File: config.mk
export PLATFORM = sky130hd
export DESIGN_NAME = fir_sample_feeder
export DESIGN_NICKNAME = d
export VERILOG_FILES = /design/src/rtl/fir_feeder_pkg.sv /design/src/rtl/feeder_fifo.sv /design/src/rtl/fir_sample_feeder.sv
export SDC_FILE = /design/constraint.sdc
export NUM_CORES = 1
export LEC_CHECK = 0
export CAP_MARGIN = 20
export CORE_MARGIN = 5
export CORE_UTILIZATION = 50
export CTS_CLUSTER_DIAMETER = 60
export DETAILED_ROUTE_END_ITERATION = 6
export GPL_ROUTABILITY_DRIVEN = 0
export PLACE_DENSITY = 0.73
export SYNTH_ARGS = -nofsm -noshare
export SYNTH_HDL_FRONTEND = slang
export SYNTH_SLANG_ARGS = --single-unit
File: constraint.sdc
create_clock -name sysclk -period 4.7 [get_ports sysclk]
set_input_delay 0.705 -clock sysclk [delete_from_list [all_inputs] [get_ports sysclk]]
set_output_delay 0.705 -clock sysclk [all_outputs]
set_load 0.02 [all_outputs]
File: src/rtl/fir_feeder_pkg.sv
// Shared definitions for the FIR sample feeder: default sizes, clog2,
// FIFO entry layout and signed saturation limits.
package fir_feeder_pkg;

    // Ceiling log2 for sizing pointers and channel fields (value >= 1).
    function automatic int clog2(input int value);
        int r;
        r = 0;
        while ((1 << r) < value) begin
            r = r + 1;
        end
        return r;
    endfunction

    // Default configuration of the feeder.
    localparam int DEF_NUM_CHAN   = 4;
    localparam int DEF_DATA_W     = 16;
    localparam int DEF_FIFO_DEPTH = 4;
    localparam int DEF_OVF_W      = 8;

    // Channel tag width for the default channel count.
    localparam int CH_W = clog2(DEF_NUM_CHAN);

    // FIFO entry layout is {chan, data}: data sits in the low bits,
    // the channel tag directly above it.
    localparam int ENTRY_DATA_LSB = 0;

    function automatic int entry_chan_lsb(input int data_w);
        return ENTRY_DATA_LSB + data_w;
    endfunction

    // Two's complement limits of a w-bit signed value.
    function automatic int sat_max(input int w);
        return (1 << (w - 1)) - 1;
    endfunction

    function automatic int sat_min(input int w);
        return -(1 << (w - 1));
    endfunction

    localparam int SAT_MAX = sat_max(DEF_DATA_W);
    localparam int SAT_MIN = sat_min(DEF_DATA_W);

endpackage

File: src/rtl/feeder_fifo.sv
// Synchronous FIFO with a registered first-word-fall-through head.
// The head register is part of the occupancy: level counts every entry
// not yet popped, including the one currently presented on head.
module feeder_fifo
    import fir_feeder_pkg::*;
#(
    parameter int WIDTH = 20,
    parameter int DEPTH = 4
) (
    input  logic                    clk,
    input  logic                    rst,
    input  logic                    push,
    input  logic [WIDTH-1:0]        push_data,
    input  logic                    pop,
    output logic                    full,
    output logic                    empty,
    output logic [clog2(DEPTH):0]   level,
    output logic [WIDTH-1:0]        head
);

    localparam int PW    = clog2(DEPTH);
    localparam int CNT_W = PW + 1;

    logic [WIDTH-1:0] mem_q [DEPTH];
    logic [WIDTH-1:0] mem_d [DEPTH];
    logic [CNT_W-1:0] wr_cnt_q, wr_cnt_d;
    logic [CNT_W-1:0] rd_cnt_q, rd_cnt_d;
    logic [CNT_W-1:0] level_c;
    logic             out_valid_q, out_valid_d;
    logic [WIDTH-1:0] out_data_q, out_data_d;
    logic             do_push;
    logic             do_pop;

    // Pointer/count update, storage write and next head selection.
    always_comb begin
        level_c = wr_cnt_q - rd_cnt_q;
        full    = (level_c == CNT_W'(DEPTH));
        do_pop  = pop & out_valid_q;
        // A pop frees a slot in the same cycle, so a push while full is
        // still taken when the head is being consumed.
        do_push = push & (~full | do_pop);

        wr_cnt_d = wr_cnt_q;
        if (do_push) begin
            wr_cnt_d = wr_cnt_q + CNT_W'(1);
        end
        rd_cnt_d = rd_cnt_q;
        if (do_pop) begin
            rd_cnt_d = rd_cnt_q + CNT_W'(1);
        end

        mem_d = mem_q;
        if (do_push) begin
            mem_d[wr_cnt_q[PW-1:0]] = push_data;
        end

        out_valid_d = (wr_cnt_d != rd_cnt_d);
        out_data_d  = out_data_q;
        if (out_valid_d) begin
            // The pushed word becomes the head when nothing older remains;
            // bypass it so it appears one cycle after the push.
            if (do_push && (rd_cnt_d == wr_cnt_q)) begin
                out_data_d = push_data;
            end else begin
                out_data_d = mem_q[rd_cnt_d[PW-1:0]];
            end
        end
    end

    // Counters and head register; all cleared by reset.
    always_ff @(posedge clk) begin
        if (rst) begin
            wr_cnt_q    <= '0;
            rd_cnt_q    <= '0;
            out_valid_q <= 1'b0;
            out_data_q  <= '0;
        end else begin
            wr_cnt_q    <= wr_cnt_d;
            rd_cnt_q    <= rd_cnt_d;
            out_valid_q <= out_valid_d;
            out_data_q  <= out_data_d;
        end
    end

    // Storage array; contents are only meaningful between the pointers.
    always_ff @(posedge clk) begin
        mem_q <= mem_d;
    end

    assign empty = ~out_valid_q;
    assign level = level_c;
    assign head  = out_data_q;

endmodule

File: src/rtl/fir_sample_feeder.sv
// Upstream stage of the per-channel ADC FIR filter. Turns each rising edge
// of the ADC sample strobe into one {channel, sample} FIFO entry and
// presents the FIFO head as an AXI-Stream master.
// Optional build macro FEEDER_OFFSET_EN adds a per-channel offset table;
// samples are then offset-corrected, saturated to signed DATA_W and
// delayed by one extra register stage.
module fir_sample_feeder
    import fir_feeder_pkg::*;
#(
    parameter int NUM_CHAN   = DEF_NUM_CHAN,
    parameter int DATA_W     = DEF_DATA_W,
    parameter int FIFO_DEPTH = DEF_FIFO_DEPTH,
    parameter int OVF_W      = DEF_OVF_W
) (
`ifdef FEEDER_OFFSET_EN
    input  logic                        ofs_wr,
    input  logic [clog2(NUM_CHAN)-1:0]  ofs_chan,
    input  logic [DATA_W-1:0]           ofs_data,
`endif
    input  logic                        sysclk,
    input  logic                        reset,
    input  logic                        enable,
    input  logic                        adc_valid,
    input  logic [clog2(NUM_CHAN)-1:0]  adc_chan,
    input  logic [DATA_W-1:0]           adc_data,
    output logic                        m_tvalid,
    input  logic                        m_tready,
    output logic [DATA_W-1:0]           m_tdata,
    output logic [clog2(NUM_CHAN)-1:0]  m_tuser,
    output logic [clog2(FIFO_DEPTH):0]  fifo_level,
    output logic [OVF_W-1:0]            ovf_count,
    input  logic                        ovf_clear
);

    localparam int CW       = clog2(NUM_CHAN);
    localparam int ENTRY_W  = CW + DATA_W;
    localparam int CHAN_LSB = entry_chan_lsb(DATA_W);

    logic               adc_valid_q, adc_valid_d;
    logic               cap_push;
    logic               push;
    logic [ENTRY_W-1:0] push_entry;
    logic               pop;
    logic               drop;
    logic               fifo_full;
    logic               fifo_empty;
    logic [ENTRY_W-1:0] head_entry;
    logic [OVF_W-1:0]   ovf_q, ovf_d;

    // Rising-edge detect on the strobe level; one capture per conversion.
    always_comb begin
        adc_valid_d = adc_valid;
        cap_push    = enable & adc_valid & ~adc_valid_q;
    end

    // Strobe history resets high so a strobe already high at reset release
    // is not mistaken for a new conversion.
    always_ff @(posedge sysclk) begin
        if (reset) begin
            adc_valid_q <= 1'b1;
        end else begin
            adc_valid_q <= adc_valid_d;
        end
    end

`ifdef FEEDER_OFFSET_EN
    localparam logic signed [DATA_W:0] SMAX_V = (DATA_W + 1)'(sat_max(DATA_W));
    localparam logic signed [DATA_W:0] SMIN_V = (DATA_W + 1)'(sat_min(DATA_W));

    logic [DATA_W-1:0]      ofs_tab_q [NUM_CHAN];
    logic [DATA_W-1:0]      ofs_tab_d [NUM_CHAN];
    logic signed [DATA_W:0] diff;
    logic [DATA_W-1:0]      sat_val;
    logic                   pipe_valid_q, pipe_valid_d;
    logic [ENTRY_W-1:0]     pipe_entry_q, pipe_entry_d;

    // Offset table write; captures see the new value from the next cycle.
    always_comb begin
        ofs_tab_d = ofs_tab_q;
        if (ofs_wr) begin
            ofs_tab_d[ofs_chan] = ofs_data;
        end
    end

    // Subtract the channel offset with one spare bit so the full unsigned
    // range cannot wrap, then clamp into the signed DATA_W range.
    always_comb begin
        diff = $signed({1'b0, adc_data}) - $signed({1'b0, ofs_tab_q[adc_chan]});
        if (diff > SMAX_V) begin
            sat_val = SMAX_V[DATA_W-1:0];
        end else if (diff < SMIN_V) begin
            sat_val = SMIN_V[DATA_W-1:0];
        end else begin
            sat_val = diff[DATA_W-1:0];
        end
        pipe_valid_d = cap_push;
        pipe_entry_d = pipe_entry_q;
        if (cap_push) begin
            pipe_entry_d = {adc_chan, sat_val};
        end
    end

    // Offset table and corrected-sample pipeline register.
    always_ff @(posedge sysclk) begin
        if (reset) begin
            for (int i = 0; i < NUM_CHAN; i++) begin
                ofs_tab_q[i] <= '0;
            end
            pipe_valid_q <= 1'b0;
            pipe_entry_q <= '0;
        end else begin
            ofs_tab_q    <= ofs_tab_d;
            pipe_valid_q <= pipe_valid_d;
            pipe_entry_q <= pipe_entry_d;
        end
    end

    // The FIFO is fed from the pipeline register.
    always_comb begin
        push       = pipe_valid_q;
        push_entry = pipe_entry_q;
    end
`else
    // The FIFO is fed directly with the raw captured sample.
    always_comb begin
        push       = cap_push;
        push_entry = {adc_chan, adc_data};
    end
`endif

    feeder_fifo #(
        .WIDTH (ENTRY_W),
        .DEPTH (FIFO_DEPTH)
    ) u_fifo (
        .clk       (sysclk),
        .rst       (reset),
        .push      (push),
        .push_data (push_entry),
        .pop       (pop),
        .full      (fifo_full),
        .empty     (fifo_empty),
        .level     (fifo_level),
        .head      (head_entry)
    );

    // Handshake, drop detection and saturating overflow count; a clear in
    // the same cycle as a drop leaves exactly that one drop counted.
    always_comb begin
        pop   = ~fifo_empty & m_tready;
        drop  = push & fifo_full & ~pop;
        ovf_d = ovf_q;
        if (ovf_clear) begin
            ovf_d = drop ? OVF_W'(1) : '0;
        end else if (drop && (ovf_q != {OVF_W{1'b1}})) begin
            ovf_d = ovf_q + OVF_W'(1);
        end
    end

    // Overflow counter register.
    always_ff @(posedge sysclk) begin
        if (reset) begin
            ovf_q <= '0;
        end else begin
            ovf_q <= ovf_d;
        end
    end

    // Valid/ready: m_tvalid rises only from the registered FIFO head and
    // falls only after a cycle with m_tvalid & m_tready (or on reset);
    // m_tdata/m_tuser are stable while m_tvalid waits for m_tready.
    assign m_tvalid  = ~fifo_empty;
    assign m_tdata   = head_entry[ENTRY_DATA_LSB +: DATA_W];
    assign m_tuser   = head_entry[CHAN_LSB +: CW];
    assign ovf_count = ovf_q;

endmodule

[Word level (Yosys, flattened, before mapping)]
Index checks and enable logic that the tools add are counted.
Storage, ports and cells
  bits in registers: 106
  bits of input ports: 24
Cells by class
  bitwise gates (word level): 13
  equality and inequality tests: 4
  reduce and logical (&&, ||, !) cells: 4
  add/sub/neg operators: 4
  muxes and demuxes: 12
  magnitude comparators: 3
Operators with widths (number)
  $bwmux W72: 1
  $mux W18: 4
  $bmux W18 S2: 1
  $demux W18 S2: 1
  $mux W8: 2
  $add A8 B1 Y8 const B: 1
  $ne A8 B8 Y1 const B: 1
  $and A1 B1 Y1: 7
  $add A3 B1 Y3 const B: 2
  $ge A3 B3 Y1 const B: 2
  $mux W3: 2
  $not A2 Y3: 2
  $eq A3 B3 Y1: 1
  $eq A3 B3 Y1 const B: 1
  $logic_and A1 B1 Y1: 3
  $lt A3 B1 Y1 const B: 1
  $ne A3 B3 Y1: 1
  $not A1 Y1: 3
  $sub A3 B3 Y3: 1
  $reduce_bool A2 Y1: 1
  $mux W1: 1
  $or A1 B1 Y1: 1

[Logic depth before layout (Yosys ltp)]
  word-level depth: 8
  depth in mapped cells: 11
  mapped depth without buffers: 8

[Hierarchy]
A second synthesis with hierarchy kept.
Second synthesis, totals
  cells, all modules: 429
  area, all modules: 4958.5 um^2
By module, submodules not included
  feeder_fifo: sequential area each 2662.6 um^2, area an instance 4446.8 um^2, cells an instance 371, instances 1
  fir_sample_feeder: sequential area each 180.2 um^2, area an instance 511.7 um^2, cells an instance 58, instances 1

[Least setup slack after synthesis]
Ideal clock, no wire load.
  kind: register -> register
  start point: register u_fifo.wr_cnt_q[0]
  end point: register u_fifo.mem_q[0] in the netlist's numbering (enable)
  setup time: 395 ps
  data required time: 4305 ps
  arrival: 2730 ps
  cell stages (with the launch flop): 8
  setup slack: 1575 ps
  cell sequence: dfxtp_1 > inv_1 > ha_1 > fa_1 > xor3_2 > a41o_2 > clkbuf_1 > nor2_1
On the way
  word-level cells in the longest chain between the ends: 5
Ends and longest elaborated chain
  from (decl): line feeder_fifo.sv:26  | logic [CNT_W-1:0] wr_cnt_q, wr_cnt_d;
  from (signal assigned): line feeder_fifo.sv:78  | wr_cnt_q <= wr_cnt_d;
  $sub A3 B3 Y3: line feeder_fifo.sv:36  | level_c = wr_cnt_q - rd_cnt_q;
  named net fifo_level[2]: line fir_sample_feeder.sv:30  | output logic [clog2(FIFO_DEPTH):0] fifo_level,
  $eq A3 B3 Y1: line feeder_fifo.sv:37  | full = (level_c == CNT_W'(DEPTH));
  $not A1 Y1: line feeder_fifo.sv:41  | do_push = push & (~full | do_pop);
  $or A1 B1 Y1: line feeder_fifo.sv:41
  $and A1 B1 Y1: line feeder_fifo.sv:41
  to (signal assigned): line feeder_fifo.sv:87  | mem_q <= mem_d;
  to (decl): line feeder_fifo.sv:24  | logic [WIDTH-1:0] mem_q [DEPTH];
The timed path passes the listed nets, and every way through them passes these cells.
A chain may end at the register's enable or synchronous reset.

[Worst setup path in the final report]
  start point: register u_fifo.wr_cnt_q[0]
  end point: register u_fifo.out_data_q[0] (netlist: u_fifo.head[0])
On the way
  word-level cells in the longest chain between the ends: 7
Ends and longest elaborated chain
  $sub A3 B3 Y3: line feeder_fifo.sv:36
  $eq A3 B3 Y1: line feeder_fifo.sv:37
  $not A1 Y1: line feeder_fifo.sv:41
  $or A1 B1 Y1: line feeder_fifo.sv:41
  $and A1 B1 Y1: line feeder_fifo.sv:41
  $mux W3 / $logic_and A1 B1 Y1 (equally long branches): line feeder_fifo.sv:44, feeder_fifo.sv:62
  $ne A3 B3 Y1 / $mux W18 (equally long branches): line feeder_fifo.sv:57, feeder_fifo.sv:62
  to (signal assigned): line feeder_fifo.sv:81  | out_data_q <= out_data_d;
  to (decl): line feeder_fifo.sv:30  | logic [WIDTH-1:0] out_data_q, out_data_d;
Parallel ways exist; a longest one is shown, timed or not.

==> summary by stage <==
Synthesis
The mapped netlist covers 4600 um2. Of all flip-flops after synthesis, the portion carrying an async set or reset was 0%. The gate count after technology mapping is slightly above 300.

Synthesis instantiated 39 different standard cells from the library. Averaged over all synthesized cells, the footprint is between 15 and 20 um2. The most instantiated flip-flop cell in the synthesis netlist is sky130_fd_sc_hd__edfxtp_1. The largest total area in the synthesized netlist belongs to sky130_fd_sc_hd__edfxtp_1. Sequential elements use 61.8% of the synthesized area. Sorting the synthesized cells by area gives the leading types as sky130_fd_sc_hd__edfxtp_1 47%, sky130_fd_sc_hd__dfxtp_1 15%, sky130_fd_sc_hd__mux4_2 5.9%. The synthesis warning total is 0. The area share of the largest cell type after synthesis is between 40% and 50%. Synthesis produced a netlist with a net count of 334. Counting flops and latches in the post-synthesis netlist gives approximately 110.

Yosys mapped a number of flops with a built-in enable equal to around 70.

Floorplan
In this run the vertical extent of the chip is approximately 110 um. The floorplan step defined a die boundary enclosing about 11,000 um2. The die is approximately 110 um wide. The region available for standard cell placement spans 9110 um2.

The number of top-level pins is 54. The number of core rows is 35. The initial utilization of the core area, before any placement, comes to ~50%.

Worst setup path
The maximum single-stage delay on the critical path is between 0.6 and 0.7 ns. The launching element type of the critical path is a flip-flop. The slowest cell on the critical path is sky130_fd_sc_hd__a211o_1. Traced cell by cell, the critical path runs through inv_1 -> ha_1 -> fa_1 -> xor3_2 -> a41o_2 -> a211o_1 -> a21bo_1 -> a221oi_1.

The gate family responsible for the most delay along the worst path is compound AO/OA/AOI/OAI gates. The kind of critical path is reg -> reg. The critical path data required time is ~5 ns. Data on the critical path arrives at its endpoint at ~4 ns. The worst path buffer plus inverter count is 1. Of all nets on the critical path, the largest fanout is 26. The kind of end point of the critical path is a flip-flop.

Drt
Dividing the detail-routed wire length by the instance count gives 17.9 um. The routed wire length is between 8000 and 9000 um. The count of nets left with antenna violations once routing finished came out at 0. After detailed routing, the number of remaining DRC violations is 0. The number of vias per cell is between 5 and 6. The number of design-rule violations left by the first detailed-router iteration is 95. The total iterations of the first detailed-routing run is 4.

The total number of vias is 2,563.

Clocking
The post-CTS resize count is 0. The clock tree from TritonCTS is yes. Counting the buffers created by CTS gives 9. The maximum level of the CTS H-tree is 3. The clock slew at the register clock pins of the worst setup and hold paths is 0.10 ns. The tree built by TritonCTS fans out to about 110 sinks. The hold-fix buffer count after cts is 0. No sink is reached through more buffers than the 2 on the longest clock path.

The clock root buffer is sky130_fd_sc_hd__clkbuf_8. Post-CTS timing repair inserted 0 buffers for setup. At the later pin of the worst-skew pair, clock insertion delay measures 0.37 ns.

Global routing
Entering global routing, the biggest net connects 29 pins. The global-route congestion overflow total is 0. The initial antenna violation count is 0. The number of global-route vias before repair is about 2,700.

The first-pass GRT wire length is between 10,000 and 15,000 um. Global routing used approximately 16% of the available tracks.

Finish
The count of filler cells inserted in the layout is about 740. Compared with the post-synthesis result, the final layout area differs by 18.3%. The net count of the finished layout is 393. The number of diodes is 0.

The ratio of cells with drive above 1 in the final layout is between 10% and 20%.

STA
The total count of max-transition violations in the final report came to 0. In the finished design, the share of the clock period the worst path needs comes to 77.2%. The final period demand of the worst path is roughly 3.6 ns.

Setup violations remaining at the end of the flow were counted as 0. The worst hold slack is roughly 0.47 ns. Setup repair after global routing left no endpoint under its margin. The worst slew slack as a fraction of its limit is a little under two fifths. The worst setup skew after layout is 0.0170 ns. The actual transition at the worst max-transition pin is approximately 0.94 ns.

The upper clock frequency limit is 0.276 GHz. The sum of negative setup slack is 0 ns. The hold violation total from the final report came to 0.

Placed design
The port buffer count is 53. Once detailed placement completed, the half-perimeter wirelength came to 5700 um.

Power and ir drop
The ratio of total power to cell area is roughly 350 nW/um2. The leakage power is around 2.0 nW. VDD sags by at most between 0.15 and 0.2 mV.

Run
Max-cap violations in this run came to 0.

Worst hold path
The worst hold path belongs to the class reg -> reg.

Run status
The run finished with clean final reports.
[worst register-to-register path, delay by kind of cell, from the launching register on]
family / cells / cell delay (ns)
adder cells (fa/ha/maj): 2 / 0.58
flip-flops: 1 / 0.40
XOR/XNOR: 1 / 0.25
AO/OA/AOI/OAI: 4 / 2.18
buffers and inverters: 1 / 0.12
[power by group]
group / internal (W) / switching, W
combinational: 0.000162 / 0.000161
sequential: 0.00103 / 0.0000258
clock: 0.000200 / 0.000315
total: 0.00139 / 0.000502
[per-layer routing]
layer	GRT usage (%)	vias to the layer above	part of all wire (%)
met5	0	-	0
met2	26.2	44	49
li1	-	1252	-
met3	3.89	4	3.8
met4	5.27	0	0.73
met1	21.8	1263	47
[layout make-up]
cell class | instances | area (um2) | area share [%]
Sequential cell | 106 | 2840 | 52.3
Multi-Input combinational cell | 155 | 1580 | 29.0
Timing Repair Buffer | 63 | 606 | 11.1
Tap cell | 111 | 139 | 2.55
Clock buffer | 10 | 128 | 2.35
Inverter | 26 | 97.6 | 1.79
Clock inverter | 6 | 48.8 | 0.897
[layout by cell type, fill, tap and decap left out, types with 5 or more instances in the layout]
| master | n |
|---|---|
| sky130_fd_sc_hd__nor2_1 | 16 |
| sky130_fd_sc_hd__mux4_1 | 6 |
| sky130_fd_sc_hd__buf_4 | 10 |
| sky130_fd_sc_hd__ha_1 | 7 |
| sky130_fd_sc_hd__mux2i_1 | 21 |
| sky130_fd_sc_hd__a221oi_1 | 9 |
| sky130_fd_sc_hd__dfxtp_1 | 34 |
| sky130_fd_sc_hd__a21oi_1 | 5 |
| sky130_fd_sc_hd__xor2_1 | 6 |
| sky130_fd_sc_hd__inv_1 | 26 |
| sky130_fd_sc_hd__a221oi_2 | 9 |
| sky130_fd_sc_hd__edfxtp_1 | 72 |
| sky130_fd_sc_hd__clkbuf_8 | 9 |
| sky130_fd_sc_hd__or2_2 | 21 |
| sky130_fd_sc_hd__nand2_1 | 5 |
| sky130_fd_sc_hd__xnor2_1 | 6 |
| sky130_fd_sc_hd__clkdlybuf4s50_1 | 53 |
| sky130_fd_sc_hd__mux4_2 | 12 |
[metrics by stage]
stage / setup WS (ns) / instance area, um2 / total power, W / utilization, % / cells
CTS: 1.06 / 5440 / 0.00191 / 59.7 / 477
detailed placement: 1.06 / 5260 / 0.00141 / 57.8 / 461
finish: 1.07 / 5440 / 0.00190 / 59.7 / 477
global route: 0.913 / 5440 / 0.00198 / 59.7 / 477
floorplan: 1.57 / 4600 / 0.00128 / - / 302
global placement: 1.13 / 5260 / 0.00140 / 57.8 / 461
[state kept, by name, summed over array words and instances (netlist names)]
register	flops
u_fifo.head	18
u_fifo.wr_cnt_q	3
u_fifo.out_valid_q	1
u_fifo.mem_q	72
ovf_count	8
adc_valid_q	1
u_fifo.rd_cnt_q	3
[worst paths after layout]
kind              cells past startpoint  slack [ns]          startpoint               to
hold / removal                        2        0.47     u_fifo.head[14]  u_fifo.head[14]
setup reg to reg                      8        1.07  u_fifo.wr_cnt_q[0]   u_fifo.head[0]
setup / recovery                      8        1.07  u_fifo.wr_cnt_q[0]   u_fifo.head[0]
hold reg to reg                       2        0.47     u_fifo.head[14]  u_fifo.head[14]
[synth_stat cells, types with 2 or more instances]
| library cell | count |
|---|---|
| sky130_fd_sc_hd__clkbuf_1 | 6 |
| sky130_fd_sc_hd__a221oi_1 | 9 |
| sky130_fd_sc_hd__or2_2 | 21 |
| sky130_fd_sc_hd__edfxtp_1 | 72 |
| sky130_fd_sc_hd__o21ai_0 | 3 |
| sky130_fd_sc_hd__mux4_1 | 6 |
| sky130_fd_sc_hd__nand2_1 | 5 |
| sky130_fd_sc_hd__nand4_1 | 3 |
| sky130_fd_sc_hd__xor2_1 | 6 |
| sky130_fd_sc_hd__ha_1 | 7 |
| sky130_fd_sc_hd__mux2i_1 | 21 |
| sky130_fd_sc_hd__and3_1 | 2 |
| sky130_fd_sc_hd__inv_1 | 26 |
| sky130_fd_sc_hd__a21oi_1 | 5 |
| sky130_fd_sc_hd__a221oi_2 | 9 |
| sky130_fd_sc_hd__nand3_1 | 4 |
| sky130_fd_sc_hd__buf_2 | 3 |
| sky130_fd_sc_hd__nor2_1 | 16 |
| sky130_fd_sc_hd__mux4_2 | 12 |
| sky130_fd_sc_hd__or3_1 | 4 |
| sky130_fd_sc_hd__xnor2_1 | 6 |
| sky130_fd_sc_hd__buf_6 | 4 |
| sky130_fd_sc_hd__dfxtp_1 | 34 |
| sky130_fd_sc_hd__and2_1 | 3 |
[cell families after synthesis]
kind of cell / synth area share [%]
AO/OA/AOI/OAI: 6.66
XOR/XNOR: 3.67
adder cells (fa/ha/maj): 2.34
buffers and inverters: 4.16
flip-flops: 61.8
multiplexers: 13.9
AND/OR/NAND/NOR: 7.48
(Power assumes the default switching activity.)
